$ cat config.mk
export PLATFORM = sky130hd
export DESIGN_NAME = l2_bus_arbiter
export DESIGN_NICKNAME = d
export VERILOG_FILES = /design/src/rtl/arb_pkg.sv /design/src/rtl/sat_counter16.sv /design/src/rtl/l2_bus_arbiter.sv
export SDC_FILE = /design/constraint.sdc
export NUM_CORES = 1
export LEC_CHECK = 0
export CAP_MARGIN = 20
export CORE_MARGIN = 10
export CORE_UTILIZATION = 29
export DETAILED_ROUTE_END_ITERATION = 10
export GPL_ROUTABILITY_DRIVEN = 0
export PLACE_DENSITY_LB_ADDON = 0.1
export SETUP_SLACK_MARGIN = 0.1
export SYNTH_ARGS = -nofsm -noshare
export SYNTH_HDL_FRONTEND = slang
export SYNTH_HIERARCHICAL = 1
export SYNTH_SLANG_ARGS = --single-unit
$ cat constraint.sdc
create_clock -name clk -period 2.2 [get_ports clk]
set_input_delay 0.55 -clock clk [delete_from_list [all_inputs] [get_ports clk]]
set_output_delay 0.55 -clock clk [all_outputs]
set_load 0.02 [all_outputs]
$ cat src/rtl/arb_pkg.sv
// Shared types for the L2 port arbiter: ownership states and last-grant encoding.
package arb_pkg;

    typedef enum logic [1:0] {
        IDLE  = 2'd0,
        OWN_A = 2'd1,
        OWN_B = 2'd2
    } arb_state_t;

    localparam logic GRANT_A = 1'b0;
    localparam logic GRANT_B = 1'b1;

endpackage

$ cat src/rtl/sat_counter16.sv
// 16-bit event counter that sticks at all-ones instead of wrapping.
module sat_counter16 (
    input  logic        clk,
    input  logic        reset,
    input  logic        inc,
    output logic [15:0] count
);

    always_ff @(posedge clk) begin
        if (reset) begin
            count <= 16'h0000;
        end else if (inc && (count != 16'hFFFF)) begin
            count <= count + 16'h0001;
        end
    end

endmodule

$ cat src/rtl/l2_bus_arbiter.sv
// Round-robin owner arbiter for the shared L2 port: forwards the owner's request,
// stalls the other L1 and mirrors the owner's activity to it as snoop strobes.
module l2_bus_arbiter
    import arb_pkg::*;
#(
    parameter int n  = 32,
    parameter int aw = 10
) (
    input  logic          clk,
    input  logic          reset,
    input  logic          L1A_read_request,
    input  logic          L1A_write_request,
    input  logic [aw-1:0] L1A_word_address,
    input  logic [n-1:0]  L1A_write_word,
    input  logic          L1B_read_request,
    input  logic          L1B_write_request,
    input  logic [aw-1:0] L1B_word_address,
    input  logic [n-1:0]  L1B_write_word,
    input  logic          L2_busy_in,
    input  logic [n-1:0]  L2_rdata_in,
    output logic          L2_read_request,
    output logic          L2_write_request,
    output logic [aw-1:0] L2_word_address,
    output logic [n-1:0]  L2_wdata,
    output logic [n-1:0]  L1A_read_word,
    output logic [n-1:0]  L1B_read_word,
    output logic          L2_busy_out_A,
    output logic          L2_busy_out_B,
    output logic          others_read_request_A,
    output logic          others_write_request_A,
    output logic          others_read_request_B,
    output logic          others_write_request_B,
    output logic          grant_A,
    output logic          grant_B,
    output logic [31:0]   arb_statistics,
    output logic [1:0]    state_dbg
);

    // Handshake: a request (read or write) is the L1's "valid"; the per-L1 busy
    // is its inverted "ready". A request must stay high until a cycle in which
    // that L1 is granted and its busy is low; the request is consumed there.

    arb_state_t  state;
    logic        last_grant;
    logic        req_a;
    logic        req_b;
    logic        win_a;
    logic        win_b;
    logic [15:0] grants_a;
    logic [15:0] grants_b;

    assign req_a = L1A_read_request | L1A_write_request;
    assign req_b = L1B_read_request | L1B_write_request;

    // On a tie the requester that did not own the port last time wins.
    assign win_a = (state == IDLE) && req_a && (!req_b || (last_grant == GRANT_B));
    assign win_b = (state == IDLE) && req_b && (!req_a || (last_grant == GRANT_A));

    always_ff @(posedge clk) begin
        if (reset) begin
            state      <= IDLE;
            last_grant <= GRANT_B;
        end else begin
            case (state)
                IDLE: begin
                    if (win_a) begin
                        state <= OWN_A;
                    end else if (win_b) begin
                        state <= OWN_B;
                    end
                end
                OWN_A: begin
                    if (!req_a && !L2_busy_in) begin
                        state      <= IDLE;
                        last_grant <= GRANT_A;
                    end
                end
                OWN_B: begin
                    if (!req_b && !L2_busy_in) begin
                        state      <= IDLE;
                        last_grant <= GRANT_B;
                    end
                end
                default: state <= IDLE;
            endcase
        end
    end

    sat_counter16 u_cnt_a (
        .clk   (clk),
        .reset (reset),
        .inc   (win_a),
        .count (grants_a)
    );

    sat_counter16 u_cnt_b (
        .clk   (clk),
        .reset (reset),
        .inc   (win_b),
        .count (grants_b)
    );

    always_comb begin
        L2_read_request        = 1'b0;
        L2_write_request       = 1'b0;
        L2_word_address        = '0;
        L2_wdata               = '0;
        L1A_read_word          = '0;
        L1B_read_word          = '0;
        L2_busy_out_A          = req_a;
        L2_busy_out_B          = req_b;
        others_read_request_A  = 1'b0;
        others_write_request_A = 1'b0;
        others_read_request_B  = 1'b0;
        others_write_request_B = 1'b0;
        grant_A                = 1'b0;
        grant_B                = 1'b0;
        case (state)
            OWN_A: begin
                grant_A                = 1'b1;
                L2_read_request        = L1A_read_request;
                L2_write_request       = L1A_write_request;
                L2_word_address        = L1A_word_address;
                L2_wdata               = L1A_write_word;
                L1A_read_word          = L2_rdata_in;
                L2_busy_out_A          = L2_busy_in;
                others_read_request_B  = L1A_read_request;
                others_write_request_B = L1A_write_request;
            end
            OWN_B: begin
                grant_B                = 1'b1;
                L2_read_request        = L1B_read_request;
                L2_write_request       = L1B_write_request;
                L2_word_address        = L1B_word_address;
                L2_wdata               = L1B_write_word;
                L1B_read_word          = L2_rdata_in;
                L2_busy_out_B          = L2_busy_in;
                others_read_request_A  = L1B_read_request;
                others_write_request_A = L1B_write_request;
            end
            default: ;
        endcase
    end

    assign arb_statistics = {grants_b, grants_a};
    assign state_dbg      = state;

endmodule

==> summary.md, run 1 <==
| Metric | Value |
|---|---|
| Arrival time at the worst endpoint | 1630 ps |
| Detail Route Antenna Nets | 0 |
| Slew Limit Headroom | a little over three fifths |
| Post-synthesis sequential area ratio | 22.9% |
| Fmax | 460 MHz |
| GR Util met3 | 6.57% |
| RSZ-0062 raised after global routing | yes |
| PD cells | about 780 nW/um2 |
| #FFs+latches synth | 35 |
| Largest cells by area after synthesis | dfxtp_1 (23%), and2_1 (14%), a22oi_1 (10%) |
| Mean Syn Cell Area | 7.57 um2 |
| Avg WL per Cell | 22.0 um |
| Synth Net Count | roughly 530 |
| Gate power share | 77.8% |
| Fin crit period | between 2000 and 2500 ps |
| Core Area | 10300 um2 |
| Die Wd | between 100 and 150 um |
| Clock power share | 8.4% |
| Total Wirelength | 18600 um |
| Clk buf depth | 2 |
| Final setup viols | 0 |
| H-Tree Depth | 2 |
| Post-layout util | 66.8% |
| Warnings, synthesis | 6 |
| Grt ovf | 0 |
| Post-synth EDFFs | 0 |
| Clock skew | 3.49 ps |
| Static leakage | around 2.7 nW |
| Worst-Margin Slew | 549 ps |
| Pre-antenna DRT Iters | 4 |
| Iter 0 DRT Violations | 231 |
| Fillcell total | between 800 and 900 |
| Worst-path fanout max | 7 |
| Ant. Diodes | 0 |
| Clock Root Buffer | clkbuf_8 |
| DP Wirelength | 13900 um |
| Nets | 834 |
| Required @ worst endpoint | 1650 ps |
| Kind of critical path | flop to primary output |
| Sw Ratio | 42.4% |
| CTS tree | done |
| Total die area | 15100 um2 |
| Final Hold Viols | 0 |
| Unique masters post-synth | 41 |
| CP endpoint kind | primary output |
| First-pass GRT wire length | 25200 um |
| Total global routing track utilization | 21.0% |
| Design area | 6890 um2 |
| I/O Buffers | between 200 and 300 |
| Most common cell after layout, fill and taps aside | clkdlybuf4s50_1 |
| Worst hold path class | flop to flop |
| Max Cap Violations | 0 |
| Mapped Cells | approximately 400 |
| Startpoint types | flop |
| # IOs | 273 |
| Starting density of the core | 29.7% |
| Num CTS Buffers | 5 |
| Grt peak-use layer | met2 |
| Clock slew at reported path FFs | 70 ps |
| Top-area cell type share of the netlist area | 22.9% |
| Via count | around 4.4k |
| Pin count of the biggest net entering global routing | 40 |
| Prevailing post-synth register cell | dfxtp_1 |
| Ys async rst share | 0% |
| Mapped cell area | slightly above 3000 um2 |
| Met2 Track Usage GR | 38.5% |
| Row count | 37 |
| Met1 Use GR | 22.2% |
| Sequential Power Share | between 10% and 20% |
| P_int | slightly above 0.003 W |
| Initial antenna violation count | 0 |
| Slew Limit Fails | 0 |
| Run status | complete, no violations |
| Period utilization | between 90% and 100% |
| Syn-to-layout area delta | 125% |
| Clock Latency Late Sink | roughly 290 ps |
| Layout cells sized above 1 | 42.3% |
| Most frequent cells in the layout | clkdlybuf4s50_1 (152), buf_4 (67), buf_6 (56), and2_1 (44), a22oi_2 (37) |
| NetSw | about 0.0023 W |
| DR vias/cell | 5.20 |
| Die H | 123 um |
| Post-Place Cell Area | 6320 um2 |
| Worst vdd ir | 0.000474 V |
| Clk sink count | 35 |
| Vias in the first global route | 4045 |
| Remaining DRCs | 0 |
| Cell accounting for the most synthesized area | dfxtp_1 |
## flip-flops by register name, summed over array words and instances, names as in the netlist
| register | count |
|---|---|
| last_grant | 1 |
| u_cnt_a/count | 16 |
| u_cnt_b/count | 16 |
| state_dbg | 2 |
## cell usage after synthesis (6+ instances only)
library cell and instances:
nand4_1 6, and2_1 68, nor2_1 14, clkbuf_1 23
a22oi_1 42, nand3_1 13, inv_1 10, nor3_1 9
dfxtp_1 35, a21oi_1 23, and4_1 6, or3_1 6
nand2_1 14, nor2b_1 46, o31ai_1 13, o21ai_0 9
or4_1 14
## cell families (layout without fill, tap and decap cells)
logic type,count (synthesis),after routing,synth area share (%)
muxes,4,4,1.39
AOI/OAI and AO/OA,101,101,23.0
buffers and inverters,40,342,5.06
and+or+nand+nor,216,216,44.5
DFF,35,35,22.9
adders and majority gates,5,5,2.04
xor gates and xnor gates,4,4,1.14
## worst paths after layout
check	startpoint	end	slack, ps	depth (start not counted)
max	state_dbg[1]$_SDFFE_PP0P_	L2_wdata[20]	20	7
min	u_cnt_a/count[12]$_SDFFE_PP0P_	u_cnt_a/count[12]$_SDFFE_PP0P_	540	2
max reg2reg	u_cnt_a/count[0]$_SDFFE_PP0P_	u_cnt_a/count[11]$_SDFFE_PP0P_	380	5
min reg2reg	u_cnt_a/count[12]$_SDFFE_PP0P_	u_cnt_a/count[12]$_SDFFE_PP0P_	540	2
## metrics by stage
step           TNS, ps  setup WS (ps)  hold WS [ps]  total power (W)  cells
5_1_grt          -98.6          -34.2           569          0.00565    843
4_1_cts          -6.22          -3.15           537          0.00464    833
3_3_place_gp    -22000           -400           517          0.00404    816
3_5_place_dp    -23710           -419           526          0.00408    816
6_report             0           24.3           535          0.00538    843
2_1_floorplan        0            114           514          0.00246    405
## critical path, stage by stage (launching register included)
cell and delay [ps]:
dfxtp_2 330, buf_6 110, ha_4 190, buf_6 150, buf_16 140, a22oi_2 190
nor2b_2 80, buf_6 140
## layer usage
metal  vias up  wire [um]
met5         -          0
met4         0        484
met3        27       1640
met2       164       9900
met1      2104       6530
li1       2086          -
## area by class of cell
cell class,instances,area [um2],area share [%]
clock inverters,1,5.00,0.0726
inverters,10,40.0,0.581
multi-input cells,330,2680,38.9
well taps,136,170,2.47
repair buffers,324,3210,46.6
clock buffers,7,76.3,1.11
flip-flops and latches,35,706,10.2
## repair_timing
| item | 4_1_cts | 5_1_grt |
|---|---|---|
| buffers inserted | 6 | 3 |
| endpoints found under the hold margin | 0 | 0 |
| setup endpoints to repair | 136 | 86 |
| cloned | 3 | 7 |
| gates resized for setup | 438 | 225 |
| hold buffers | 0 | 0 |
| pin swaps | 14 | 21 |
## power groups by stage
stage / logic [W] / clock network (W) / registers, W
final: 0.00419 / 0.000450 / 0.000743
after global routing: 0.00441 / 0.000488 / 0.000754
after CTS: 0.00342 / 0.000469 / 0.000743
after detailed placement: 0.00334 / 0 / 0.000743
after global placement: 0.00330 / 0 / 0.000739
after floorplan: 0.00168 / 0 / 0.000777
(Power assumes the default switching activity.)
==> inputs of run 2 (changes only) <==
- CTS_CLUSTER_DIAMETER: unset -> 80
==> results of run 2 <==
Final layout, timing and power as in run 1 (identical DEF).
==> inputs of run 3 (changes only) <==
- CORE_AREA: unset -> 2 2 106 108
- CORE_MARGIN: 10 -> unset
- CORE_UTILIZATION: 29 -> unset
- DIE_AREA: unset -> 0 0 108 110
- SETUP_SLACK_MARGIN: 0.1 -> unset
==> summary.md, run 3 (synthesized netlist as in run 1, its figures left out) <==
| Metric | Value |
|---|---|
| Run status | complete, no violations |
| Pre-antenna DRT Iters | 4 |
| H-Tree Depth | 2 |
| Total global routing track utilization | 24.4% |
| Total die area | around 12000 um2 |
| CP endpoint kind | primary output |
| CTS tree | done |
| PD cells | 755 nW/um2 |
| Remaining DRCs | 0 |
| WHS | ~540 ps |
| Core Area | 10700 um2 |
| Starting density of the core | 28.7% |
| Arrival time at the worst endpoint | between 1500 and 2000 ps |
| Syn-to-layout area delta | 117% |
| Clock slew at reported path FFs | roughly 70 ps |
| Slew Limit Headroom | 58.0% |
| Max Cap Violations | 0 |
| Row count | 38 |
| Metal-1 WL | 5940 um |
| Iter 0 DRT Violations | about 140 |
| Fin crit period | 2200 ps |
| Slew Limit Fails | 0 |
| Startpoint types | flop |
| Final Hold Viols | 0 |
| Grt ovf | 0 |
| Clk buf depth | 2 |
| Period utilization | between 90 and 100% |
| Most common cell after layout, fill and taps aside | clkdlybuf4s50_1 |
| Via count | between 4k and 5k |
| DR vias/cell | about 5.0 |
| Die H | 110 um |
| # IOs | 273 |
| Kind of critical path | flop to primary output |
| Final setup viols | 0 |
| Vias in the first global route | about 4.3k |
| Register Area | slightly above 700 um2 |
| Nets | about 840 |
| Static leakage | 2.65 nW |
| RSZ-0062 raised after global routing | yes |
| Clock Latency Late Sink | 290 ps |
| DR WL met3 | between 1000 and 1500 um |
| Layout cells sized above 1 | roughly two fifths |
| Fillcell total | 956 |
| Worst vdd ir | roughly 0.00041 V |
| Worst hold path class | flop to flop |
| Multi-input gate area | about 2500 um2 |
| Fmax | ~450 MHz |
| Die Wd | 108 um |
| R2r setup slk | between 400 and 500 ps |
| Detail Route Antenna Nets | 0 |
| Worst-Margin Slew | roughly 620 ps |
| Required @ worst endpoint | 1650 ps |
| First-pass GRT wire length | 22300 um |
| Clk sink count | 35 |
| Most frequent cells in the layout | clkdlybuf4s50_1 (152), buf_4 (61), and2_1 (55), clkbuf_2 (34) |
| Total Wirelength | 15300 um |
| Initial antenna violation count | 0 |
| Num CTS Buffers | 5 |
| Clock Root Buffer | clkbuf_8 |
| DP Wirelength | 12100 um |
| Max layer used | met4 |
| Power Total | 0.00502 W |
| Length of routed met2 wiring | 7540 um |
| Pin count of the biggest net entering global routing | 30 |
| Ant. Diodes | 0 |
| Avg WL per Cell | approximately 18 um |
| Clock skew | 4.77 ps |
| I/O Buffers | about 270 |
| Worst-path fanout max | 7 |
==> run 3: changes by cell type in the layout (fill, tap and decap cells not counted), sizes merged <==
cell,delta
buf,-27
clkdlybuf4s15,+9
dlymetal6s2s,+2
clkinv,-1
dlygate4sd2,+6
clkbuf,+20
==> run 3: routing by layer <==
layer | vias up | GRT usage (%)
met1 | 1978 | 27.0
li1 | 2100 | -
met4 | 0 | 5.95
met2 | 184 | 44.1
met5 | - | 0
met3 | 28 | 9.17
==> run 3: timing repair <==
action | 4_1_cts | 5_1_grt
setup endpoints to repair | 130 | 105
endpoints found under the hold margin | 0 | 0
resized for setup | 322 | 135
pin swaps | 6 | 8
buffers inserted | 2 | 12
hold buffers | 0 | 0
gates cloned | 4 | 2
==> run 3: layout make-up <==
type,count,share of cell area (%)
Sequential cell,35,10.7
Multi-Input combinational cell,330,38.2
Timing Repair Buffer,333,46.3
Tap cell,140,2.64
Clock buffer,8,1.51
Inverter,10,0.640
==> run 3: power breakdown <==
part | switching (W) | internal (W) | total [W]
Combinational | 0.00182 | 0.00193 | 0.00375
Clock | 0.000233 | 0.000286 | 0.000518
Sequential | 0.0000689 | 0.000684 | 0.000753
Total | 0.00212 | 0.00290 | 0.00502
==> run 3: stage by stage <==
step / utilization, % / std cells / setup slack, ps / TNS [ps] / cell area, um2
after global placement: 59.1 / 828 / -474 / -23150 / 6320
after floorplan: - / 405 / 2.26 / 0 / 3170
after CTS: 61.3 / 842 / -87.4 / -450 / 6550
after global routing: 62.1 / 856 / -57.9 / -713 / 6650
final: 62.1 / 856 / 0.685 / 0 / 6650
after detailed placement: 59.1 / 828 / -573 / -26190 / 6320
==> run 3: path summary, 6_finish.rpt <==
check | to | startpoint | cells after the start
worst min-delay path | u_cnt_a/count[15]$_SDFFE_PP0P_ | u_cnt_a/count[15]$_SDFFE_PP0P_ | 2
worst min register to register | u_cnt_a/count[15]$_SDFFE_PP0P_ | u_cnt_a/count[15]$_SDFFE_PP0P_ | 2
worst max-delay path | L2_word_address[7] | state_dbg[0]$_SDFFE_PP0P_ | 7
worst max register to register | u_cnt_b/count[15]$_SDFFE_PP0P_ | u_cnt_b/count[5]$_SDFFE_PP0P_ | 4
==> run 3: worst max-delay path: stages (launching register included) <==
cell and delay [ps]:
dfxtp_4 380, inv_4 50, ha_4 210, buf_12 150, buf_16 140, a22oi_2 210
nor2b_2 80, buf_6 130
